`config.mk`:
```
export PLATFORM = sky130hd
export DESIGN_NAME = dac_spi_receiver
export DESIGN_NICKNAME = d
export VERILOG_FILES = /design/src/rtl/dac_spi_pkg.sv /design/src/rtl/spi_pin_sync.sv /design/src/rtl/dac_spi_receiver.sv
export SDC_FILE = /design/constraint.sdc
export NUM_CORES = 1
export LEC_CHECK = 0
export CORE_UTILIZATION = 51
export CTS_CLUSTER_DIAMETER = 60
export DETAILED_ROUTE_END_ITERATION = 10
export HOLD_SLACK_MARGIN = 0.06
export PLACE_DENSITY = 0.73
export SYNTH_ARGS = -nofsm -noshare
export SYNTH_HDL_FRONTEND = slang
export SYNTH_HIERARCHICAL = 1
export SYNTH_SLANG_ARGS = --single-unit
```
`constraint.sdc`:
```
create_clock -name CLK100 -period 4.7 [get_ports CLK100]
set_clock_uncertainty 0.15 [all_clocks]
set_input_delay 0.47 -clock CLK100 [delete_from_list [all_inputs] [get_ports CLK100]]
set_output_delay 0.47 -clock CLK100 [all_outputs]
set_load 0.01 [all_outputs]
```
`src/rtl/dac_spi_pkg.sv`:
```
// Shared definitions for the DAC SPI responder.
// Contents: default frame length, command bit positions, the decoded
// command layout and the receive FSM state encoding.
package dac_spi_pkg;

  localparam int FRAME_BITS_DEF = 16;

  localparam int AB_BIT   = 15;
  localparam int BUF_BIT  = 14;
  localparam int GA_BIT   = 13;
  localparam int SHDN_BIT = 12;

  // Write frame as it sits in the shift register, MSB first on the wire.
  typedef struct packed {
    logic        ab;      // 0 = channel A, 1 = channel B
    logic        buf_;
    logic        ga_n;
    logic        shdn_n;
    logic [11:0] data;
  } dac_cmd_t;

  typedef enum logic [1:0] {
    IDLE   = 2'd0,
    SHIFT  = 2'd1,
    COMMIT = 2'd2
  } rx_state_t;

endpackage

```
`src/rtl/spi_pin_sync.sv`:
```
// Synchronizer plus edge detector for one asynchronous SPI pin.
// Ports:
//   clk, rst  - system clock, async active-high reset
//   pin       - raw asynchronous input
//   level     - synchronized level (last sync stage)
//   rise/fall - single-cycle edge flags from last stage vs history flop
// All flops reset to RST_VAL so no edge is reported at reset release.
module spi_pin_sync #(
  parameter int   SYNC_STAGES = 2,
  parameter logic RST_VAL     = 1'b0
) (
  input  logic clk,
  input  logic rst,
  input  logic pin,
  output logic level,
  output logic rise,
  output logic fall
);

  logic [SYNC_STAGES-1:0] sync_q;
  logic                   hist_q;

  always_ff @(posedge clk or posedge rst) begin
    if (rst) begin
      sync_q <= {SYNC_STAGES{RST_VAL}};
      hist_q <= RST_VAL;
    end else begin
      sync_q <= {sync_q[SYNC_STAGES-2:0], pin};
      hist_q <= sync_q[SYNC_STAGES-1];
    end
  end

  assign level = sync_q[SYNC_STAGES-1];
  assign rise  =  level & ~hist_q;
  assign fall  = ~level &  hist_q;

endmodule

```
`src/rtl/dac_spi_receiver.sv`:
```
// DAC side of the dual-channel 12-bit SPI link (MCP4922-style).
// Decodes 16-bit write frames into per-channel input registers and
// copies them to the output registers while LDAC is low.
// Ports:
//   CLK100, RESET         - system clock, async active-high reset
//   CS, SCK, SDI, LDAC    - asynchronous SPI / latch pins
//   DAC_A, DAC_B          - channel output registers
//   CFG_A, CFG_B          - {BUF, GA_n, SHDN_n} of last committed frame
//   FRAME_DONE, FRAME_ERR - single-cycle frame status pulses
//   LDAC_XFER             - high in every cycle inputs copy to outputs
module dac_spi_receiver
  import dac_spi_pkg::*;
#(
  parameter int FRAME_BITS  = FRAME_BITS_DEF,
  parameter int SYNC_STAGES = 2
) (
  input  logic        CLK100,
  input  logic        RESET,
  input  logic        CS,
  input  logic        SCK,
  input  logic        SDI,
  input  logic        LDAC,
  output logic [11:0] DAC_A,
  output logic [11:0] DAC_B,
  output logic [2:0]  CFG_A,
  output logic [2:0]  CFG_B,
  output logic        FRAME_DONE,
  output logic        FRAME_ERR,
  output logic        LDAC_XFER
);

  // Pin lanes: 0 = CS, 1 = SCK, 2 = SDI, 3 = LDAC. CS and LDAC idle high.
  localparam int         NUM_PINS = 4;
  localparam logic [3:0] PIN_RST  = 4'b1001;

  logic [NUM_PINS-1:0] pin_raw, pin_lvl, pin_rise, pin_fall;

  assign pin_raw = {LDAC, SDI, SCK, CS};

  for (genvar p = 0; p < NUM_PINS; p++) begin : g_sync
    spi_pin_sync #(
      .SYNC_STAGES (SYNC_STAGES),
      .RST_VAL     (PIN_RST[p])
    ) u_sync (
      .clk   (CLK100),
      .rst   (RESET),
      .pin   (pin_raw[p]),
      .level (pin_lvl[p]),
      .rise  (pin_rise[p]),
      .fall  (pin_fall[p])
    );
  end

  logic cs_lvl, cs_rise, cs_fall, sck_rise, sdi_lvl, ldac_lvl;
  assign cs_lvl   = pin_lvl[0];
  assign cs_rise  = pin_rise[0];
  assign cs_fall  = pin_fall[0];
  assign sck_rise = pin_rise[1];
  assign sdi_lvl  = pin_lvl[2];
  assign ldac_lvl = pin_lvl[3];

  logic unused_edges;
  assign unused_edges = ^{pin_lvl[1], pin_fall[3:1], pin_rise[3:2]};

  localparam logic [4:0] CNT_FULL  = 5'd31;
  localparam logic [4:0] CNT_FRAME = 5'(FRAME_BITS);

  rx_state_t   state_q, state_d;
  logic [4:0]  cnt_q, cnt_d;
  logic [15:0] sh_q, sh_d;
  logic        err_q, err_d;
  logic        commit;
  logic [11:0] in_a_q, in_b_q;
  dac_cmd_t    cmd;

  assign cmd = dac_cmd_t'(sh_q);

  always_ff @(posedge CLK100 or posedge RESET) begin
    if (RESET) begin
      state_q <= IDLE;
      cnt_q   <= '0;
      sh_q    <= '0;
      err_q   <= 1'b0;
    end else begin
      state_q <= state_d;
      cnt_q   <= cnt_d;
      sh_q    <= sh_d;
      err_q   <= err_d;
    end
  end

  // SHIFT checks CS rise before SCK rise, so a coincident SCK edge is
  // dropped and the frame is judged on the count accumulated so far.
  always_comb begin
    state_d = state_q;
    cnt_d   = cnt_q;
    sh_d    = sh_q;
    err_d   = 1'b0;
    commit  = 1'b0;
    unique case (state_q)
      IDLE: begin
        cnt_d = '0;
        if (cs_fall) state_d = SHIFT;
      end
      SHIFT: begin
        if (cs_rise) begin
          if (cnt_q == CNT_FRAME) begin
            state_d = COMMIT;
          end else begin
            state_d = IDLE;
            err_d   = 1'b1;
          end
        end else if (sck_rise && !cs_lvl) begin
          sh_d  = {sh_q[14:0], sdi_lvl};
          cnt_d = (cnt_q == CNT_FULL) ? cnt_q : cnt_q + 5'd1;
        end
      end
      COMMIT: begin
        commit = 1'b1;
        // A new frame may start right away; keep its CS fall.
        if (cs_fall) begin
          state_d = SHIFT;
          cnt_d   = '0;
        end else begin
          state_d = IDLE;
        end
      end
      default: state_d = IDLE;
    endcase
  end

  // Channel registers. LDAC copies the pre-commit input values since both
  // are non-blocking updates of the same edge.
  always_ff @(posedge CLK100 or posedge RESET) begin
    if (RESET) begin
      in_a_q <= '0;
      in_b_q <= '0;
      CFG_A  <= '0;
      CFG_B  <= '0;
      DAC_A  <= '0;
      DAC_B  <= '0;
    end else begin
      if (commit) begin
        if (cmd.ab) begin
          in_b_q <= cmd.data;
          CFG_B  <= {cmd.buf_, cmd.ga_n, cmd.shdn_n};
        end else begin
          in_a_q <= cmd.data;
          CFG_A  <= {cmd.buf_, cmd.ga_n, cmd.shdn_n};
        end
      end
      if (!ldac_lvl) begin
        DAC_A <= in_a_q;
        DAC_B <= in_b_q;
      end
    end
  end

  assign FRAME_DONE = commit;
  assign FRAME_ERR  = err_q;
  assign LDAC_XFER  = ~ldac_lvl;

endmodule

```
# Word-level counts from Yosys, hierarchy flattened
# Cells that the tools add are included.
[classes] order_cmp=0 mul=0 div_mod_pow=0 shift=0 reduce_logical=9 n_eq_ne=10 n_addsub=1 bitwise=9 n_mux=14
[ops] op="2-to-1 mux 5 bit" count=4
[ops] op="case mux 5 bit (3 select lines)" count=1
[ops] op="inequality test 2 bit (second input constant)" count=6
[ops] op="== test 5 bit (second input constant)" count=2
[ops] op="2-to-1 mux 2 bit" count=3
[ops] op="NOT 1 bit" count=6
[ops] op="case mux 2 bit (3 select lines)" count=1
[ops] op="AND reduction 2 bit" count=3
[ops] op="adder 5 x 1 -> 5 bit (second input constant)" count=1
[ops] op="2-to-1 mux 1 bit" count=5
[ops] op="AND reduction 5 bit" count=1
[ops] op="AND 1 bit" count=3
[ops] op="AND reduction 3 bit" count=1
[ops] op="nonzero test 3 bit" count=1
[ops] op="== test 2 x 1 -> 1 bit (second input constant)" count=1
[ops] op="== test 2 bit (second input constant)" count=1
[ops] op="zero test 2 bit" count=1
[ops] op="logical AND 1 bit" count=1
[ops] op="zero test 1 bit" count=1
[totals] inputBits=6 regBits=88 memories=0 ramBits=0 wordCells=59 out_inout_bits=33 romBits=0 latch_bits=0

# Longest topological paths before layout
[logic_depth] depth_word=6 ltp_mapped=6 depth_no_buf=6

# Modules after synthesis
# The synthesis kept the hierarchy.
[by_module_without_submodules] module="dac_spi_receiver" area_per_inst_um2=3183.1 seq_area_each_um2=1951.9 cells_each=198 n_inst=1
[by_module_without_submodules] module="spi_pin_sync (g_sync[0].u_sync ...)" area_per_inst_um2=97.6 seq_area_each_um2=78.8 cells_each=6 n_inst=2
[by_module_without_submodules] module="spi_pin_sync (g_sync[1].u_sync ...)" area_per_inst_um2=93.8 seq_area_each_um2=75.1 cells_each=6 n_inst=2

# Worst setup path before layout
# OpenSTA, ideal clock, no wires.
[synth_timing] path_kind="reg-to-reg" from="register g_sync[0].u_sync.sync_q[1]" to="register sh_q[0] (netlist: cmd[0])" n_path_buf=1 setup_slack_ns=2.918 path_stages_with_launch=6 arrival_ns=1.507 setup_time_ns=0.125 path_cell_list="dfstp_2 -> nor2b_1 -> nor3b_4 -> nand2_4 -> buf_6 -> mux2_4"
[synth_between] elab_chain_len=3
[synth_rtl] item="start, declared" line="spi_pin_sync.sv:20" text="logic [SYNC_STAGES-1:0] sync_q;"
[synth_rtl] item="start signal, assigned" line="spi_pin_sync.sv:25" text="sync_q <= {SYNC_STAGES{RST_VAL}};"
[synth_rtl] item="start signal, assigned" line="spi_pin_sync.sv:28" text="sync_q <= {sync_q[SYNC_STAGES-2:0], pin};"
[synth_rtl] item="AND 1 bit" line="spi_pin_sync.sv:34" text="assign rise = level & ~hist_q;"
[synth_rtl] item="named net cs_rise" line="dac_spi_receiver.sv:54" text="logic cs_lvl, cs_rise, cs_fall, sck_rise, sdi_lvl, ldac_lvl;"
[synth_rtl] item="NOT 1 bit (no source line)"
[synth_rtl] item="AND reduction 3 bit (no source line)"
[synth_rtl] item="end signal, assigned" line="dac_spi_receiver.sv:82" text="sh_q <= '0;"
[synth_rtl] item="end signal, assigned" line="dac_spi_receiver.sv:87" text="sh_q <= sh_d;"
[synth_rtl] item="end, declared" line="dac_spi_receiver.sv:70" text="logic [15:0] sh_q, sh_d;"
# The timed path passes the listed nets, and every way through them passes these cells.
# A chain may end at the register's enable or synchronous reset.

# Worst setup path after layout
[layout_timing] from="register g_sync[3].u_sync.sync_q[1]" to="output LDAC_XFER"
[layout_between] elab_chain_len=1
[layout_rtl] item="start, declared" line="spi_pin_sync.sv:20"
[layout_rtl] item="start signal, assigned" line="spi_pin_sync.sv:25"
[layout_rtl] item="start signal, assigned" line="spi_pin_sync.sv:28"
[layout_rtl] item="NOT 1 bit"
[layout_rtl] item="end, declared" line="dac_spi_receiver.sv:29" text="output logic LDAC_XFER"
# No other way between the ends.

==> impl_metrics.csv <==
group,metric,value,unit
status,status,"finished, violations left",
status,violations,"design-rule violations",
clock_tree,cts_setup_buffers,0,
route,drt_iter0_drc,70,
critical_path,arrival,1.85,ns
clock_tree,numCtsBuffers,9,
route,dr.pass1.iters,9,
clock_tree,clock_latency,0.35,ns
floorplanning,initial_utilization,53.8,%
synth,ys_warn_count,6,
floorplanning,fp.dieH,84.6,um
route,vias,1782,
power,seqPwrFrac,51.7,%
critical_path,endpoint_kind,"primary output",
critical_path,r2r_slack,2.80,ns
synth,avgSynthCellArea,16.2,um2
critical_path,worstPathRequired,4.08,ns
global_routing,grt_pass1_wl,9.08,mm
power,vdd_ir_drop_max,0.000209,V
global_routing,gr-total-overflow,0,
timing,finalCriticalPeriod,2.47,ns
global_routing,antenna_found_initial,0,
clock_tree,cts_sinks,88,
critical_path,r2r_end,"cmd[12]$_DFFE_PP0P_",
global_routing,grt_max_degree,50,
critical_path,r2r_cells,4,
place,dp_cells,324,
timing,finalSetupViolCount,0,
timing,maxSlewHeadroom,33.6,%
worst_hold_path,hold_class,"reg2reg",
clock_tree,hold_buffers,0,
finish,final_util,64.4,%
clock_tree,cts_root_buf,"clkbuf_8",
synth,synth_area,3480,um2
route,vias_per_cell,5.24,
timing,fin_crit_sh,52.6,%
timing,max_freq,404,MHz
finish,nets,267,
floorplanning,die-area,7150,um2
floorplanning,rows,29,
clock_tree,cts_buffer_depth,2,
power,internal_power,0.00124,W
floorplanning,die_w,84.6,um
finish,stdcell_count,340,
power,p_comb_share,4.7,%
critical_path,crit_path_start_kind,"register",
place,place_hpwl,3.32,mm
finish,insertedDiodeCount,0,
power,swShare,20.4,%
place,port_buffers,38,
global_routing,grt.total_usage,16.9,%
worst_hold_path,hold_path_depth,0,
place,place.gp.congestion,0.778,
timing,finalHoldViolCount,0,
synth,synth_cells,215,
timing,worst_slew_pin_slew,0.994,ns
power,pwr-share-clk,43.5,%
clock_tree,cts_tree,"built",
power,cellLeakagePower,2.07,nW
route,drcViolationCount,2,
floorplanning,core,6460,um2
finish,drive_gt1_share,33.8,%
finish,syn2layout_area_growth,19.7,%
power,p_sw,0.000318,W
finish,fill_cells,474,
floorplanning,num_io_pins,39,
clock_tree,h-tree-depth,3,
run,maxCapViolations,0,
timing,slew_viol_final,0,
route,drt_wl_total,5.17,mm
route,ant_nets,0,
timing,setup_ws,2.23,ns
critical_path,worstSetupPathType,"reg2out",
timing,rsz0062_at_grt,"false",
place,pre_cts_slack,2.35,ns
global_routing,grt_pass1_vias,1849,
route,avgRoutedWirePerCell,15.2,um
timing,tns,0,ns
worst_hold_path,hold_end,"g_sync[1].u_sync/sync_q[1]$_DFF_PP0_",
clock_tree,clk_pin_slew,0.07,ns
worst_hold_path,hp-start,"g_sync[1].u_sync/sync_q[0]$_DFF_PP0_",
critical_path,cp_max_fo,25,
clock_tree,cts-resized-gates,0,
power,power.density,374,nW/um2
critical_path,rr_startpoint,"g_sync[0].u_sync/sync_q[1]$_DFF_PP1_",
synth,syn-num-nets,224,
[placed cells by master, fill, tap and decap left out, types with 2 or more instances in the layout]
cell type	instances
o221ai_1	2
nand4_1	2
and3_1	2
mux2_4	20
mux2_2	40
clkbuf_8	10
nor2b_1	3
nor2_1	2
nand2_1	5
nor3b_1	2
mux2i_1	2
nand2b_1	2
ha_1	3
mux2_1	10
inv_1	11
dfrtp_1	83
nor2b_4	2
clkdlybuf4s50_1	38
dfstp_2	5
bufinv_16	4
[worst max path at each step]
| stage | from | depth (start not counted) | to |
|---|---|---|---|
| detailed placement | RESET | 3 | DAC_A[4]$_DFFE_PP0N_ |
| global route | g_sync[3].u_sync/sync_q[1]$_DFF_PP1_ | 2 | LDAC_XFER |
| finish | g_sync[3].u_sync/sync_q[1]$_DFF_PP1_ | 2 | LDAC_XFER |
| CTS | g_sync[3].u_sync/sync_q[1]$_DFF_PP1_ | 2 | LDAC_XFER |
| global placement | RESET | 3 | DAC_A[4]$_DFFE_PP0N_ |
| floorplan | RESET | 1 | CFG_A[0]$_DFFE_PP0P_ |
[worst max-delay path, stage by stage, from the launching register on]
cell	delay, ns
dfstp_2	0.92
inv_1	0.09
clkdlybuf4s50_1	0.49
[flip-flops by register name, indices dropped and copies added (netlist names)]
name,count
g_sync.u_sync/sync_q,8
in_b_q,12
CFG_B,3
cmd,16
CFG_A,3
DAC_A,12
cnt_q,5
g_sync.u_sync/hist_q,2
DAC_B,12
FRAME_ERR,1
state_q,2
in_a_q,12
[layer usage]
metal | share of wire [%] | vias up | track usage (%)
met5 | 0 | - | 0
met4 | 1.8 | 0 | 7.40
met3 | 3.5 | 10 | 5.31
met2 | 45 | 36 | 24.4
met1 | 49 | 909 | 23.7
li1 | - | 827 | -
[power by group through the flow]
stage | Combinational, W | Sequential (W) | Clock (W)
floorplan | 0.0000621 | 0.000809 | 0
global placement | 0.0000738 | 0.000819 | 0
detailed placement | 0.0000751 | 0.000820 | 0
CTS | 0.0000761 | 0.000806 | 0.000689
global route | 0.0000823 | 0.000811 | 0.000726
finish | 0.0000739 | 0.000806 | 0.000678
[stage by stage]
stage                     total power (W)  area, um2  hold WS, ns
after floorplan                  0.000871       3480       0.0612
after global placement           0.000893       3890        0.183
after detailed placement         0.000895       3890        0.186
after CTS                         0.00157       4160        0.208
after global routing              0.00162       4160        0.212
final                             0.00156       4160        0.203
[area by class of cell]
| cell class | instances | area, um2 | share of cell area, % |
|---|---|---|---|
| Clock inverter | 5 | 128 | 3.07 |
| Inverter | 12 | 45.0 | 1.08 |
| Tap cell | 77 | 96.3 | 2.32 |
| Clock buffer | 11 | 141 | 3.40 |
| Sequential cell | 88 | 2210 | 53.1 |
| Multi-Input combinational cell | 108 | 1150 | 27.8 |
| Timing Repair Buffer | 39 | 388 | 9.32 |
Power figures use the tool's default switching activity.
